$ cat config.mk
export PLATFORM = sky130hd
export DESIGN_NAME = dcache_resp_flat
export DESIGN_NICKNAME = d
export VERILOG_FILES = /design/src/rtl/dcache_resp_if.sv /design/src/rtl/dcache_resp.sv /design/src/flat_wrapper.sv
export SDC_FILE = /design/constraint.sdc
export NUM_CORES = 1
export LEC_CHECK = 0
export CORE_MARGIN = 2
export CORE_UTILIZATION = 57
export CTS_CLUSTER_DIAMETER = 150
export DETAILED_ROUTE_END_ITERATION = 8
export PLACE_DENSITY = 0.86
export SLEW_MARGIN = 40
export SYNTH_ARGS = -nofsm -noshare
export SYNTH_HDL_FRONTEND = slang
export SYNTH_SLANG_ARGS = --single-unit
$ cat constraint.sdc
create_clock -name clk -period 9.5 [get_ports clk]
set_clock_uncertainty 0.1 [all_clocks]
set_input_delay 0.95 -clock clk [delete_from_list [all_inputs] [get_ports clk]]
set_output_delay 0.95 -clock clk [all_outputs]
set_load 0.02 [all_outputs]
$ cat src/rtl/dcache_resp_if.sv
// LSB <-> DCache request/response bundle plus the byte-wide RAM port.
// The slave modport is the dcache_resp side. The master modport is the
// environment side, which drives LSB requests, RAM read data and flush/IO status.
interface dcache_resp_if;
  logic        LSB_sgn;
  logic [31:0] LSB_addr;
  logic [31:0] LSB_val;
  logic [5:0]  LSB_opcode;
  logic        LSB_done;
  logic [31:0] LSB_data;
  logic [7:0]  mem_din;
  logic [7:0]  mem_dout;
  logic [31:0] mem_a;
  logic        mem_wr;
  logic        io_buffer_full;
  logic        jp_wrong;

  modport master (
    output LSB_sgn, LSB_addr, LSB_val, LSB_opcode,
    output mem_din, io_buffer_full, jp_wrong,
    input  LSB_done, LSB_data, mem_dout, mem_a, mem_wr
  );

  modport slave (
    input  LSB_sgn, LSB_addr, LSB_val, LSB_opcode,
    input  mem_din, io_buffer_full, jp_wrong,
    output LSB_done, LSB_data, mem_dout, mem_a, mem_wr
  );
endinterface

$ cat src/rtl/dcache_resp.sv
// dcache_resp: serialises one LSB load/store at a time onto a byte-wide RAM
// port and returns a one-cycle done pulse with the extended load value.
// Optional feature macro: DC_IO_STALL_EN -- when defined, store bytes aimed at
// addresses >= IO_BASE wait while io_buffer_full is high. When undefined,
// io_buffer_full is ignored.
module dcache_resp #(
  parameter logic [31:0] IO_BASE = 32'h0003_0000
) (
  input logic          clk,
  input logic          rst,
  input logic          rdy,
  dcache_resp_if.slave bus
);

  // Opcode encoding shared with the LSB
  localparam logic [5:0] OP_LB  = 6'd1;
  localparam logic [5:0] OP_LH  = 6'd2;
  localparam logic [5:0] OP_LW  = 6'd3;
  localparam logic [5:0] OP_LBU = 6'd4;
  localparam logic [5:0] OP_LHU = 6'd5;
  localparam logic [5:0] OP_SB  = 6'd6;
  localparam logic [5:0] OP_SH  = 6'd7;
  localparam logic [5:0] OP_SW  = 6'd8;

  typedef enum logic [1:0] {IDLE, LOAD, STORE, DONE} state_t;

  state_t      state_reg, state_next;
  logic [31:0] addr_reg, addr_next;
  logic [31:0] val_reg, val_next;
  logic [2:0]  size_reg, size_next;    // access width in bytes: 1, 2 or 4
  logic        sext_reg, sext_next;
  // Store: bytes issued so far. Load: LOAD cycles elapsed (byte idx-1 is on mem_din).
  logic [2:0]  idx_reg, idx_next;
  logic        kill_reg, kill_next;    // flush seen during a store: drop its done pulse
  logic [31:0] asm_reg, asm_next;      // load bytes gathered so far
  logic [31:0] data_reg, data_next;
  logic        done_reg, done_next;
  logic [31:0] mem_a_reg, mem_a_next;
  logic [7:0]  mem_dout_reg, mem_dout_next;
  logic        mem_wr_reg, mem_wr_next;

  logic        dec_valid, dec_store, dec_sext;
  logic [2:0]  dec_size;
  logic [31:0] store_addr;
  logic [31:0] asm_cur;
  logic [2:0]  idx_m1;
  logic        stall_idle, stall_store;

  // Zero/sign extension of an assembled load word to 32 bits
  function automatic logic [31:0] extend(input logic [31:0] w, input logic [2:0] n,
                                         input logic s);
    logic [31:0] r;
    r = w;
    case (n)
      3'd1:    r = s ? {{24{w[7]}}, w[7:0]} : {24'd0, w[7:0]};
      3'd2:    r = s ? {{16{w[15]}}, w[15:0]} : {16'd0, w[15:0]};
      default: r = w;
    endcase
    return r;
  endfunction

  // Opcode decode: width, direction and signedness of the incoming request
  always_comb begin
    dec_valid = 1'b1;
    dec_store = 1'b0;
    dec_sext  = 1'b0;
    dec_size  = 3'd1;
    case (bus.LSB_opcode)
      OP_LB:  dec_sext = 1'b1;
      OP_LH:  begin dec_size = 3'd2; dec_sext = 1'b1; end
      OP_LW:  dec_size = 3'd4;
      OP_LBU: dec_size = 3'd1;
      OP_LHU: dec_size = 3'd2;
      OP_SB:  dec_store = 1'b1;
      OP_SH:  begin dec_store = 1'b1; dec_size = 3'd2; end
      OP_SW:  begin dec_store = 1'b1; dec_size = 3'd4; end
      default: dec_valid = 1'b0;
    endcase
  end

  assign store_addr = addr_reg + {29'd0, idx_reg};

`ifdef DC_IO_STALL_EN
  // A store byte towards I/O space waits for room in the I/O write FIFO
  assign stall_idle  = (bus.LSB_addr >= IO_BASE) && bus.io_buffer_full;
  assign stall_store = (store_addr >= IO_BASE) && bus.io_buffer_full;
`else
  logic unused_io_cfg;
  assign unused_io_cfg = ^{IO_BASE, bus.io_buffer_full};
  assign stall_idle    = 1'b0;
  assign stall_store   = 1'b0;
`endif

  // Next-state and next-output logic for the request sequencer
  always_comb begin
    state_next    = state_reg;
    addr_next     = addr_reg;
    val_next      = val_reg;
    size_next     = size_reg;
    sext_next     = sext_reg;
    idx_next      = idx_reg;
    kill_next     = kill_reg;
    asm_next      = asm_reg;
    data_next     = data_reg;
    mem_a_next    = mem_a_reg;
    mem_dout_next = mem_dout_reg;
    mem_wr_next   = 1'b0;
    done_next     = 1'b0;

    // Merge the byte currently on mem_din into its little-endian lane
    idx_m1  = idx_reg - 3'd1;
    asm_cur = asm_reg;
    if (idx_reg != 3'd0) begin
      asm_cur[{idx_m1[1:0], 3'b000} +: 8] = bus.mem_din;
    end

    case (state_reg)
      IDLE: begin
        if (bus.LSB_sgn && !bus.jp_wrong) begin
          addr_next = bus.LSB_addr;
          val_next  = bus.LSB_val;
          size_next = dec_size;
          sext_next = dec_sext;
          idx_next  = 3'd0;
          kill_next = 1'b0;
          asm_next  = 32'd0;
          if (!dec_valid) begin
            data_next  = 32'd0;
            done_next  = 1'b1;
            state_next = DONE;
          end else if (dec_store) begin
            state_next = STORE;
            if (!stall_idle) begin
              mem_a_next    = bus.LSB_addr;
              mem_dout_next = bus.LSB_val[7:0];
              mem_wr_next   = 1'b1;
              idx_next      = 3'd1;
            end
          end else begin
            state_next = LOAD;
            mem_a_next = bus.LSB_addr;
          end
        end
      end

      LOAD: begin
        if (bus.jp_wrong) begin
          state_next = IDLE;
        end else begin
          asm_next = asm_cur;
          idx_next = idx_reg + 3'd1;
          if (idx_reg == size_reg) begin
            data_next  = extend(asm_cur, size_reg, sext_reg);
            done_next  = 1'b1;
            state_next = DONE;
          end else if (idx_next < size_reg) begin
            mem_a_next = addr_reg + {29'd0, idx_next};
          end
        end
      end

      STORE: begin
        // Bytes already written cannot be recalled, so a flush only hides the pulse
        kill_next = kill_reg | bus.jp_wrong;
        if (idx_reg < size_reg) begin
          if (!stall_store) begin
            mem_a_next    = store_addr;
            mem_dout_next = val_reg[{idx_reg[1:0], 3'b000} +: 8];
            mem_wr_next   = 1'b1;
            idx_next      = idx_reg + 3'd1;
          end
        end else begin
          data_next = 32'd0;
          if (kill_next) begin
            state_next = IDLE;
          end else begin
            done_next  = 1'b1;
            state_next = DONE;
          end
        end
      end

      DONE: state_next = IDLE;

      default: state_next = IDLE;
    endcase
  end

  // State and output registers; rdy low freezes everything
  always_ff @(posedge clk) begin
    if (rst) begin
      state_reg    <= IDLE;
      addr_reg     <= 32'd0;
      val_reg      <= 32'd0;
      size_reg     <= 3'd0;
      sext_reg     <= 1'b0;
      idx_reg      <= 3'd0;
      kill_reg     <= 1'b0;
      asm_reg      <= 32'd0;
      data_reg     <= 32'd0;
      done_reg     <= 1'b0;
      mem_a_reg    <= 32'd0;
      mem_dout_reg <= 8'd0;
      mem_wr_reg   <= 1'b0;
    end else if (rdy) begin
      state_reg    <= state_next;
      addr_reg     <= addr_next;
      val_reg      <= val_next;
      size_reg     <= size_next;
      sext_reg     <= sext_next;
      idx_reg      <= idx_next;
      kill_reg     <= kill_next;
      asm_reg      <= asm_next;
      data_reg     <= data_next;
      done_reg     <= done_next;
      mem_a_reg    <= mem_a_next;
      mem_dout_reg <= mem_dout_next;
      mem_wr_reg   <= mem_wr_next;
    end
  end

  // A held write is masked while stalled by rdy and issued once rdy returns.
  // A flush in the done cycle suppresses the pulse.
  assign bus.LSB_done = done_reg & ~bus.jp_wrong;
  assign bus.LSB_data = data_reg;
  assign bus.mem_a    = mem_a_reg;
  assign bus.mem_dout = mem_dout_reg;
  assign bus.mem_wr   = mem_wr_reg & rdy;

endmodule

$ cat src/flat_wrapper.sv
// flat-port wrapper written by rule: the top's interface ports become plain ports
module dcache_resp_flat 
#(
  parameter logic [31:0] IO_BASE = 32'h0003_0000
)
  (clk, rst, rdy, bus_LSB_sgn, bus_LSB_addr, bus_LSB_val, bus_LSB_opcode, bus_mem_din, bus_io_buffer_full, bus_jp_wrong, bus_LSB_done, bus_LSB_data, bus_mem_dout, bus_mem_a, bus_mem_wr);
  dcache_resp_if bus_i ();
  input logic clk;
  input logic rst;
  input logic rdy;
  input wire logic [$bits(bus_i.LSB_sgn)-1:0] bus_LSB_sgn;
  input wire logic [$bits(bus_i.LSB_addr)-1:0] bus_LSB_addr;
  input wire logic [$bits(bus_i.LSB_val)-1:0] bus_LSB_val;
  input wire logic [$bits(bus_i.LSB_opcode)-1:0] bus_LSB_opcode;
  input wire logic [$bits(bus_i.mem_din)-1:0] bus_mem_din;
  input wire logic [$bits(bus_i.io_buffer_full)-1:0] bus_io_buffer_full;
  input wire logic [$bits(bus_i.jp_wrong)-1:0] bus_jp_wrong;
  output wire logic [$bits(bus_i.LSB_done)-1:0] bus_LSB_done;
  output wire logic [$bits(bus_i.LSB_data)-1:0] bus_LSB_data;
  output wire logic [$bits(bus_i.mem_dout)-1:0] bus_mem_dout;
  output wire logic [$bits(bus_i.mem_a)-1:0] bus_mem_a;
  output wire logic [$bits(bus_i.mem_wr)-1:0] bus_mem_wr;
  assign bus_i.LSB_sgn = bus_LSB_sgn;
  assign bus_i.LSB_addr = bus_LSB_addr;
  assign bus_i.LSB_val = bus_LSB_val;
  assign bus_i.LSB_opcode = bus_LSB_opcode;
  assign bus_i.mem_din = bus_mem_din;
  assign bus_i.io_buffer_full = bus_io_buffer_full;
  assign bus_i.jp_wrong = bus_jp_wrong;
  assign bus_LSB_done = bus_i.LSB_done;
  assign bus_LSB_data = bus_i.LSB_data;
  assign bus_mem_dout = bus_i.mem_dout;
  assign bus_mem_a = bus_i.mem_a;
  assign bus_mem_wr = bus_i.mem_wr;
  dcache_resp #(.IO_BASE(IO_BASE)) u_core (.clk(clk), .rst(rst), .rdy(rdy), .bus(bus_i));
endmodule
; Word level (Yosys, flattened, before mapping)
; Index checks and enable logic that the tools add are counted.
[op_classes]
magnitude_cmp = 2
reduce_logical = 20
eq_ne = 25
n_addsub = 5
n_mux = 58
n_bitwise = 4
shift = 3
[op_table]
columns = operator, count
row1 = $mux W32, 16
row2 = $pmux W32 S3, 2
row3 = $pmux W32 S2, 2
row4 = $add A32 B3 Y32, 2
row5 = $bwmux W32, 1
row6 = $mux W8, 4
row7 = $shift A8 B7 Y32 const A, 1
row8 = $shiftx A32 B6 Y8, 1
row9 = $shiftx A8 B7 Y32, 1
row10 = $eq A6 B3 Y1 const B, 4
row11 = $pmux W8 S2, 1
row12 = $mux W1, 15
row13 = $mux W2, 7
row14 = $eq A6 B2 Y1 const B, 2
row15 = $mux W3, 4
row16 = $ne A2 B1 Y1 const B, 6
row17 = $pmux W3 S3, 1
row18 = $ne A2 B2 Y1 const B, 4
row19 = $pmux W2 S4, 1
row20 = $reduce_and A4 Y1, 2
row21 = $reduce_and A8 Y1, 1
row22 = $reduce_or A8 Y1, 1
row23 = $neg A5 Y7, 1
row24 = $reduce_and A7 Y1, 1
row25 = other kinds (27), 36
[totals]
word_cells = 130
out_inout_bits = 74
register_bits = 180
input_bits = 84

; Longest topological paths before layout
; Gate-level depths: netlist (run 1).
[logic_depth]
word_depth = 10
depth_mapped = 13
ltp_nobuf = 12

; Worst setup path after synthesis (run 1)
; OpenSTA, ideal clock, no wires.
[synth_path]
kind = reg-to-reg
start = register u_core.idx_reg[1]
end = register u_core.mem_a_reg[18], in the netlist u_core.bus.mem_a[18]
n_path_buf = 2
arrival_ns = 3.464
setup_ns = 0.067
required_time_ns = 9.333
slack_ns = 5.869
path_stages_with_launch = 14
period_less_slack_ns = 3.631
cell_sequence = dfxtp_1 clkbuf_1 inv_1 ha_1 clkbuf_1 mux2_2 inv_1 fa_1 and2b_1 o2111ai_2 or3_4 xor2_1 a211o_1 a21oi_2
[synth_between]
elab_chain_len = 6
elab_cells_between_ends = 15
classes_between = add/sub (3) / order compare (2) / eq/ne (4) / mux (5) / reduce/logical (1)
[synth_lines]
columns = item, line_no
row1 = from (decl), dcache_resp.sv:33  ; logic [2:0] idx_reg, idx_next;
row2 = from (signal assigned), dcache_resp.sv:211  ; idx_reg <= idx_next;
row3 = $add A3 B1 Y3, dcache_resp.sv:151  ; idx_next = idx_reg + 3'd1;
row4 = $add A32 B3 Y32, dcache_resp.sv:157  ; mem_a_next = addr_reg + {29'd0, idx_next};
row5 = $mux W32, dcache_resp.sv:156  ; end else if (idx_next < size_reg) begin
row6 = $mux W32, dcache_resp.sv:152  ; if (idx_reg == size_reg) begin
row7 = $mux W32, dcache_resp.sv:147  ; if (bus.jp_wrong) begin
row8 = $pmux W32 S3, dcache_resp.sv:117  ; case (state_reg)
row9 = to (signal assigned), dcache_resp.sv:216  ; mem_a_reg <= mem_a_next;
row10 = to (decl), dcache_resp.sv:38  ; logic [31:0] mem_a_reg, mem_a_next;
; Several ways; a longest one is shown, not always the timed one. The select of a mux whose other input is x is not followed.
; A chain may end at the register's enable or synchronous reset.

; Worst setup path in the final report (run 1)
[layout_path]
start = register u_core.idx_reg[1]
end = register u_core.mem_a_reg[26], in the netlist u_core.bus.mem_a[26]
; Same word-level chain as after synthesis.

==> metrics.md, run 1 <==
| Metric | Value |
|---|---|
| Worst hold path class | reg -> reg |
| Most frequent cell after synthesis | nand2_1 |
| Pwr Density | 165 nW/um^2 |
| Root Buffer | clkbuf_16 |
| Mux cell area share after synthesis | 0.0607 |
| Post-CTS Setup Inserts | 0 |
| Worst-path fanout max | 15 |
| Clk pin slew, worst setup/hold paths | 0.07 ns |
| Syn. warnings | 0 |
| Endpoints failing setup | 0 |
| Met2 Usage GRT | 0.436 |
| Run status | finished, final reports clean |
| Buf/Inv on CP | 2 |
| Routed via count | 7,932 |
| Fin. Hold Viols | 0 |
| Synth Area per Inst | approximately 8.6 sq um |
| Top cells by count, synth | 211 x nand2_1, 180 x dfxtp_1, 107 x a21oi_1 |
| Top Usage Layer GRT | met2 |
| Worst Max-Slew Pin Slew | 0.773 ns |
| Final period utilization | 0.443 |
| # Max-Cap Violations | 0 |
| Compound-cell area share of the yosys netlist | 0.200 |
| Critical Path RT | 9.69 ns |
| Slowest cell on crit path | dfxtp_1 |
| Max VDD drop | around 0.00013 V |
| Number of remaining DRC errors | 0 |
| Post-CTS sizing | 0 |
| CTS tree | done |
| Area leader, netlist | dfxtp_1 |
| Die height | 127 um |
| RSZ-0062 raised after global routing | no |
| Setup TNS | 0 ns |
| Hpwl dp | 15,000 um |
| WL/cell | 16.9 um |
| CTS Buf Count | 17 |
| I/O Buffers | 156 |
| CP max stage delay | 0.82 ns |
| Ant diodes | 0 |
| Yosys reg bits | 180 |
| GR Overflow Total | 0 |
| IO Pins | 158 |
| Sequential-to-total area share from yosys stat | 0.415 |
| Die Width | ~130 um |
| CP delay by family, top | simple AND/OR/NAND/NOR gates |
| H-tree level count | 4 |
| Pleak | roughly 3.8 nW |
| Simple logic cell fraction of the synthesized area | 0.217 |
| Syn Std Cell Area | between 8000 and 9000 sq um |
| Ys async rst share | 0 |
| Initial antenna violation count | 0 |
| Number of core rows | 45 |
| Hold buffer count at CTS | 0 |
| Vias per inst | between 5 and 6 |
| WS Path Type | reg -> reg |
| DR iter-0 viols | 778 |
| GP Congestion | 0.880 |
| Total Routed Length | 22,500 um |
| GRT Total Usage | 0.278 |
| CP endpoint kind | flop |
| Synth area leaders | dfxtp_1 42%, nand2_1 9.1%, a21oi_1 6.2%, nor2_1 3.4%, a22o_1 3.2% |
| Clk sink count | between 150 and 200 |
| Antenna viol nets, final | 0 |
| Synth Area in Adders | 0.0283 |
| Grt met3 use | 0.0691 |
| Hold Slack | 0.352 ns |
| Most frequent CP cell | inv_1 |
| Mapped Cells | slightly above 1,000 |
| Final Cell Area | 10,800 sq um |
| F_max | about 240 MHz |
| Setup slack after layout | 5.29 ns |
| First-pass GRT wire length | 36,600 um |
| Initial Util | 0.577 |
| Main combinational cell family by area after synthesis | simple AND/OR/NAND/NOR gates |
| Synth top area share | 0.415 |
| Area growth syn-to-layout | 24.5% |
| Share of post-route cells with drive strength above 1 | 0.0831 |
| Clock latency on the worst-skew pair | roughly 0.43 ns |
| DP Worst Slack | roughly 5.3 ns |
| Pwr Total | 1.78 mW |
| Final #Nets | 1,233 |
| Post-DP Area | 10,200 sq um |
| Worst slew margin | 0.480 |
| Slew Viols, Final | 0 |
| Mapped Nets | 1,114 |
| CP Launch Type | flop |
| DR pass1 iterations | 6 |
| Distinct cells, synth | 74 |
| CORE AREA | 15,000 sq um |
| Largest net degree at the start of global routing | 86 |
| Vias in the first global route | about 7,400 |
| WP data arrival | between 4 and 5 ns |
| GR Layer Usage met1 | 0.373 |
| Synth Area in XOR/XNOR | 0.0303 |
| Post-route minimum period | 4.21 ns |
| Number of flops mapped to enable cells by yosys | 0 |
| Worst path cell trace | inv_1 > ha_1 > mux2_2 > inv_1 > fa_1 > and2b_1 > o2111ai_2 > nor4_1 > nand3_1 > xor2_1 > o22ai_1 |
| Clock Path Buffers | 2 |
| Die ar. | 16,200 sq um |
| Primary FF master, synth | dfxtp_1 |
[power by group]
group          switching, mW  internal [mW]
registers             0.0200          0.783
logic                  0.177          0.127
clock network          0.294          0.381
total                  0.491           1.29
[area by class of cell]
| cell class | instances | area [sq um] |
|---|---|---|
| clock inverter | 12 | 105 |
| timing repair buffer | 168 | 1650 |
| clock buffer | 20 | 467 |
| sequential | 180 | 3600 |
| tap | 188 | 235 |
| multi-input combinational | 746 | 4680 |
| fill | 1123 | 4230 |
| inverter | 17 | 63.8 |
[final timing paths]
| kind | from | end | slack (ns) | cells past startpoint |
|---|---|---|---|---|
| worst max-delay path | u_core.idx_reg[1] | u_core.bus.mem_a[26] | 5.29 | 11 |
| worst min-delay path | u_core.val_reg[21] | u_core.val_reg[21] | 0.35 | 2 |
| worst max register to register | u_core.idx_reg[1] | u_core.bus.mem_a[26] | 5.29 | 11 |
| worst min register to register | u_core.val_reg[21] | u_core.val_reg[21] | 0.35 | 2 |
[tightest hold or removal path, cell delays in order, from the launching register on]
cell     delay, ns
dfxtp_1       0.31
nand2_1       0.05
a21oi_1       0.05
[placed cells by master (no fill, tap or decap), types with 17 or more instances in the layout]
master             n
a21oi_1          107
a22o_1            32
a22oi_1           25
clkbuf_16         17
clkdlybuf4s50_1  155
dfxtp_1          180
ha_1              18
mux2i_1           23
nand2_1          210
nand4_1           20
nor2_1            76
nor2b_1           17
[kinds of logic (layout without fill, tap and decap cells)]
kind of cell / after synthesis / after routing
and+or+nand+nor: 406 / 406
AOI/OAI and AO/OA: 250 / 250
xor gates and xnor gates: 30 / 30
adders and majority gates: 19 / 19
muxes: 41 / 41
buffers and inverters: 85 / 217
DFF: 180 / 180
[layer usage]
layer	wire [um]	share of wire
met5	0	0
met4	587	0.026
met3	1810	0.080
met2	10400	0.46
met1	9720	0.43
[metrics by stage]
stage	instances	util
final	1331	0.719
after global routing	1331	0.719
after CTS	1330	0.718
after detailed placement	1298	0.680
after global placement	1298	0.679
after floorplan	1011	-
(Power assumes the default switching activity.)
==> run 2: changes to the inputs <==
--- a/config.mk
+++ b/config.mk
@@ -6,10 +6,10 @@
 export NUM_CORES = 1
 export LEC_CHECK = 0
 export CORE_MARGIN = 2
-export CORE_UTILIZATION = 57
+export CORE_UTILIZATION = 48
 export CTS_CLUSTER_DIAMETER = 150
 export DETAILED_ROUTE_END_ITERATION = 8
-export PLACE_DENSITY = 0.86
+export PLACE_DENSITY = 0.77
 export SLEW_MARGIN = 40
 export SYNTH_ARGS = -nofsm -noshare
 export SYNTH_HDL_FRONTEND = slang
==> constraint.sdc (replaced) <==
create_clock -name clk -period 3.75 [get_ports clk]
set_clock_uncertainty 0.1 [all_clocks]
set_input_delay 0.375 -clock clk [delete_from_list [all_inputs] [get_ports clk]]
set_output_delay 0.375 -clock clk [all_outputs]
set_load 0.02 [all_outputs]
==> run 2 against run 1 <==
Non-clock buffer count grew 9. Highest routed layer unchanged. Wire length shrank 0.52%. Cell area grew 1.3%. Sequential cell count is the same. Register-to-register slack lost 5.0 ns. Largest cell class unchanged. Sequential share of layout area shrank 0.44 points. Sequential power grew to 2.5 times the previous value. Die area grew 18%. Combinational power grew to 2.6 times the previous value. Critical path depth is the same. Core utilization shrank 11 points. Via count shrank 0.71%.
==> metrics.md, run 2 (synthesized netlist as in run 1, its figures left out) <==
| Metric | Value |
|---|---|
| Final Cell Area | 10,900 sq um (was 10,800 sq um) |
| Most common cell after layout, fill and taps aside | nand2_1 (unchanged) |
| WL/cell | 16.2 um (was 16.9 um) |
| GRT Total Usage | 0.236 (was 0.278) |
| DR iter-0 viols | 523 (was 778) |
| Area growth syn-to-layout | 26.2% (was 24.5%) |
| F_max | 289 MHz (was 238 MHz) |
| Die Width | 138 um (was 127 um) |
| Hpwl dp | 15,100 um (was 15,000 um) |
| Post-DP Area | 10,400 sq um (was 10,200 sq um) |
| Number of remaining DRC errors | 0 (unchanged) |
| # Max-Cap Violations | 0 (unchanged) |
| CP endpoint kind | flop (unchanged) |
| RSZ-0062 raised after global routing | no (unchanged) |
| WS Path Type | reg -> reg (unchanged) |
| GP Congestion | 0.865 (was 0.880) |
| Clock network power share | 0.381 (was 0.378) |
| IO Pins | 158 (unchanged) |
| Final non-filler cell total | 1,381 (was 1,331) |
| Sequential power share | 0.448 (was 0.451) |
| GR Overflow Total | 0 (unchanged) |
| Clock Path Buffers | 2 (unchanged) |
| CP Launch Type | flop (unchanged) |
| Final period utilization | 0.923 (was 0.443) |
| Largest net degree at the start of global routing | 105 (was 86) |
| Total Routed Length | 22,400 um (was 22,500 um) |
| Most frequent cells in the layout | 210 x nand2_1, 180 x dfxtp_1, 155 x clkdlybuf4s50_1 (unchanged) |
| Pwr Density | 415 nW/um^2 (was 165 nW/um^2) |
| Gate power share | 0.171 (about the same) |
| Post-CTS sizing | 0 (unchanged) |
| Endpoints failing setup | 0 (unchanged) |
| Fin. Hold Viols | 0 (unchanged) |
| Worst Max-Slew Pin Slew | 0.806 ns (was 0.773 ns) |
| Int Power | 3.26 mW (was 1.29 mW) |
| Initial Util | 0.486 (was 0.577) |
| Register Area | 3600 sq um (unchanged) |
| I/O Buffers | 156 (unchanged) |
| Initial antenna violation count | 0 (unchanged) |
| Setup TNS | 0 ns (unchanged) |
| H-tree level count | 4 (unchanged) |
| Net Sw Power | 1.29 mW (was 491 uW) |
| Clk pin slew, worst setup/hold paths | 0.07 ns (about the same) |
| Die height | 138 um (was 127 um) |
| Reg2Reg Setup Slack | 0.29 ns (was 5.29 ns) |
| Post-route minimum period | 3.46 ns (was 4.21 ns) |
| Area used by multi-input combinational logic | 4670 sq um (was 4680 sq um) |
| Worst slew margin | 0.462 (was 0.480) |
| First-pass GRT wire length | 37,700 um (was 36,600 um) |
| CTS tree | done (unchanged) |
| Routed via count | 7,876 (was 7,932) |
| Pleak | 3.83 nW (was 3.77 nW) |
| Post-Place Cells | 1,349 (was 1,298) |
| CTS Buf Count | 17 (unchanged) |
| Fill cells | 1,562 (was 1,123) |
| Run status | finished, final reports clean (unchanged) |
| Max VDD drop | 0.000330 V (was 0.000126 V) |
| WP data arrival | 3.73 ns (was 4.40 ns) |
| Worst hold path class | in -> reg (was reg -> reg) |
| Share of post-route cells with drive strength above 1 | 0.0885 (was 0.0831) |
| Number of core rows | 49 (was 45) |
| Critical Path RT | 4.02 ns (was 9.69 ns) |
| CORE AREA | 17,800 sq um (was 15,000 sq um) |
| Clk sink count | 180 (unchanged) |
| DR pass1 iterations | 5 (was 6) |
| Hold buffer count at CTS | 0 (unchanged) |
| Vias per inst | 5.70 (was 5.96) |
| Root Buffer | clkbuf_16 (unchanged) |
| Clock latency on the worst-skew pair | 0.43 ns (about the same) |
| Switch share | 0.283 (was 0.275) |
| Antenna viol nets, final | 0 (unchanged) |
| Post-CTS Setup Inserts | 0 (unchanged) |
| Worst-path fanout max | 14 (was 15) |
| Die ar. | 19,200 sq um (was 16,200 sq um) |
| Vias in the first global route | 7,591 (was 7,357) |
| Ant diodes | 0 (unchanged) |
| Slew Viols, Final | 0 (unchanged) |
| Final #Nets | 1,242 (was 1,233) |
-- run 2: cell count changes in the layout (fill, tap and decap cells not counted), sizes merged --
cell      delta
clkinv       +2
clkinvlp     -3
inv          +3
buf          +9
clkbuf       -2
-- run 2: layout make-up --
cell class	count	area share
inverters	17	0.00583
flip-flops and latches	180	0.329
well taps	229	0.0262
clock buffers	18	0.0401
clock inverters	14	0.0117
multi-input cells	746	0.427
repair buffers	177	0.160
-- run 2: metrics by stage --
step / util / worst slack [ns] / hold WS [ns] / power [mW]
2_1_floorplan: - / 0.119 / 0.332 / 2.56
3_3_place_gp: 0.581 / 0.440 / 0.338 / 2.84
3_5_place_dp: 0.581 / 0.366 / 0.344 / 2.86
4_1_cts: 0.613 / 0.352 / 0.307 / 4.57
5_1_grt: 0.614 / 0.0530 / 0.338 / 4.73
6_report: 0.614 / 0.289 / 0.300 / 4.54
-- run 2: power by group through the flow --
stage               clock, mW  sequential (mW)  combinational, mW
global route             1.83             2.04              0.853
finish                   1.73             2.03              0.779
detailed placement          0             2.08              0.778
CTS                      1.75             2.03              0.781
floorplan                   0             2.11              0.446
global placement            0             2.08              0.769
-- run 2: worst paths after layout --
path,start,endpoint,cells past startpoint
max reg2reg,u_core.idx_reg[1],u_core.bus.mem_a[18],11
min reg2reg,u_core.bus.mem_a[7],u_core.bus.mem_a[7],2
min,rst,u_core.asm_reg[14],2
max,u_core.idx_reg[1],u_core.bus.mem_a[18],11
-- run 2: metal layers --
| layer | wire (um) | GRT usage | up-vias | part of all wire |
|---|---|---|---|---|
| met5 | 0 | 0 | - | 0 |
| met4 | 624 | 0.0918 | 0 | 0.028 |
| met3 | 1490 | 0.0568 | 53 | 0.067 |
| met2 | 10300 | 0.373 | 275 | 0.46 |
| met1 | 9900 | 0.314 | 3709 | 0.44 |
| li1 | - | - | 3839 | - |
-- run 2: worst max-delay path: stages, from the launching register on --
cell and delay [ns]:
dfxtp_1 0.33, inv_1 0.06, ha_1 0.58, mux2_2 0.28
inv_1 0.06, fa_1 0.39, and2b_1 0.25, o2111ai_2 0.29
or3_4 0.46, xor2_1 0.16, a211o_1 0.31, a21oi_2 0.13
==> run 3: changes to the inputs <==
==> constraint.sdc (replaced) <==
create_clock -name clk -period 2.8 [get_ports clk]
set_clock_uncertainty 0.1 [all_clocks]
set_input_delay 0.28 -clock clk [delete_from_list [all_inputs] [get_ports clk]]
set_output_delay 0.28 -clock clk [all_outputs]
set_load 0.02 [all_outputs]
==> run 3 against run 2 <==
The run now ends with negative setup slack left. Total power grew 40%. Sequential cell count is the same. Wire length grew 5.9%. Combinational power grew 50%. Global-route usage grew 0.80 points. Register-to-register slack lost 0.35 ns. Sequential power grew 34%. Hold slack lost 0.16 ns. Critical path type unchanged. Critical endpoint unchanged. Largest cell class unchanged.
==> metrics.md, run 3 (synthesized netlist as in run 1, its figures left out) <==
| Metric | Value |
|---|---|
| CP delay by family, top | simple AND/OR/NAND/NOR gates (was adder cells) |
| Vias in the first global route | 7,760 (was 7,591) |
| Largest net degree at the start of global routing | 57 (was 105) |
| Reg2Reg Setup Slack | -0.06 ns (was 0.29 ns) |
| Final #Nets | 1,284 (was 1,242) |
| Vias per inst | 5.72 (was 5.70) |
| Most common cell after layout, fill and taps aside | nand2_1 (unchanged) |
| Worst Max-Slew Pin Slew | 0.766 ns (was 0.806 ns) |
| WL/cell | 16.6 um (was 16.2 um) |
| DR pass1 iterations | 5 (unchanged) |
| Fill cells | 1,492 (was 1,562) |
| H-tree level count | 4 (unchanged) |
| Ant diodes | 0 (unchanged) |
| Endpoints failing setup | 3 (was 0) |
| F_max | 349 MHz (was 289 MHz) |
| I/O Buffers | 156 (unchanged) |
| Initial Util | 0.486 (unchanged) |
| Clock Path Buffers | 2 (unchanged) |
| Die Width | 138 um (unchanged) |
| WP data arrival | 3.13 ns (was 3.73 ns) |
| Setup TNS | -0.0829 ns (was 0 ns) |
| Number of core rows | 49 (unchanged) |
| WS Path Type | reg -> reg (unchanged) |
| Most frequent cells in the layout | 207 x nand2_1, 177 x dfxtp_1, 155 x clkdlybuf4s50_1 (was 210 x nand2_1, 180 x dfxtp_1, 155 x clkdlybuf4s50_1) |
| First-pass GRT wire length | 38,700 um (was 37,700 um) |
| Worst path cell trace | inv_2 > ha_4 > buf_6 > mux2_4 > inv_2 > fa_2 > and2b_2 > o2111ai_4 > or3_4 > xor2_1 > a211o_1 > a21oi_2 (was inv_1 > ha_1 > mux2_2 > inv_1 > fa_1 > and2b_1 > o2111ai_2 > or3_4 > xor2_1 > a211o_1 > a21oi_2) |
| Clk sink count | 180 (unchanged) |
| Failing checks | negative setup slack |
| Area growth syn-to-layout | 32.8% (was 26.2%) |
| Die ar. | 19,200 sq um (unchanged) |
| Die height | 138 um (unchanged) |
| Hpwl dp | 15,900 um (was 15,100 um) |
| Buf/Inv on CP | 3 (was 2) |
| GRT Total Usage | 0.244 (was 0.236) |
| CP max stage delay | 0.40 ns (was 0.58 ns) |
| Routed via count | 8,135 (was 7,876) |
| Fin. Hold Viols | 0 (unchanged) |
| Initial antenna violation count | 0 (unchanged) |
| Post-route minimum period | 2.86 ns (was 3.46 ns) |
| GR Overflow Total | 0 (unchanged) |
| CTS tree | done (unchanged) |
| Setup slack after layout | -0.0621 ns (was 0.289 ns) |
| Worst hold path class | in -> reg (unchanged) |
| Slowest cell on crit path | or3_4 (was ha_1) |
| RSZ-0062 raised after global routing | yes (was no) |
| CP endpoint kind | flop (unchanged) |
| Pwr Total | 6.35 mW (was 4.54 mW) |
| Critical Path RT | 3.07 ns (was 4.02 ns) |
| Pleak | 4.13 nW (was 3.83 nW) |
| Post-Route Utilization | 0.645 (was 0.614) |
| Slew Viols, Final | 0 (unchanged) |
| CTS Buf Count | 17 (unchanged) |
| Most frequent CP cell | inv_2 (was inv_1) |
| Final period utilization | 1.02 (was 0.923) |
| CORE AREA | 17,800 sq um (unchanged) |
| # Max-Cap Violations | 0 (unchanged) |
| Worst-path fanout max | 6 (was 14) |
| IO Pins | 158 (unchanged) |
| Root Buffer | clkbuf_16 (unchanged) |
| DR iter-0 viols | 522 (was 523) |
| Number of remaining DRC errors | 0 (unchanged) |
| Antenna viol nets, final | 0 (unchanged) |
| CP Launch Type | flop (unchanged) |
| Max VDD drop | 0.000451 V (was 0.000330 V) |
| Clk pin slew, worst setup/hold paths | 0.07 ns (about the same) |
| GP Congestion | 0.878 (was 0.865) |
| Clock latency on the worst-skew pair | 0.43 ns (about the same) |
| Run status | complete, but fails checks (was finished, final reports clean) |
| Total Routed Length | 23,700 um (was 22,400 um) |
| Share of post-route cells with drive strength above 1 | 0.150 (was 0.0885) |
| Worst slew margin | 0.487 (was 0.462) |
| Pwr Density | 551 nW/um^2 (was 415 nW/um^2) |
-- run 3: power by group --
part,switching [mW],leakage (nW),internal [mW]
combinational,0.645,2.38,0.525
clock,1.08,0.292,1.37
sequential,0.0738,1.46,2.66
-- run 3: timing repair --
item	in CTS	in global routing
endpoints found under the setup margin	11	40
setup buffers	1	4
pin swaps	8	15
hold buffers	0	0
gates resized for setup	13	26
-- run 3: final cells by class --
| class | count | area [sq um] | share of cell area |
|---|---|---|---|
| multi-input cells | 746 | 4840 | 0.420 |
| flip-flops and latches | 180 | 3610 | 0.314 |
| clock inverters | 14 | 164 | 0.0142 |
| inverters | 17 | 76.3 | 0.00663 |
| repair buffers | 219 | 2100 | 0.182 |
| clock buffers | 18 | 439 | 0.0381 |
| well taps | 229 | 287 | 0.0249 |
-- run 3: worst paths after layout --
kind,end,depth (start not counted),start
max,u_core.bus.mem_a[18],12,u_core.state_reg[0]
max reg2reg,u_core.bus.mem_a[18],12,u_core.state_reg[0]
min reg2reg,u_core.val_reg[10],2,u_core.val_reg[10]
min,u_core.asm_reg[13],2,rst
-- run 3: through the flow --
step	worst slack, ns	cells	area (sq um)	hold slack (ns)
2_1_floorplan	-0.188	1011	8790	0.316
3_3_place_gp	-0.105	1386	10700	0.338
3_5_place_dp	-0.190	1386	10700	0.346
4_1_cts	-0.00651	1419	11400	0.117
5_1_grt	-0.197	1423	11500	0.138
6_report	-0.0621	1423	11500	0.136
-- run 3: metal layers --
metal  vias up  wire [um]  track usage
met5         -          0            0
met4         0        359       0.0709
met3        39       1540       0.0513
met2       316      11200        0.408
met1      3855      10500        0.321
li1       3925          -            -
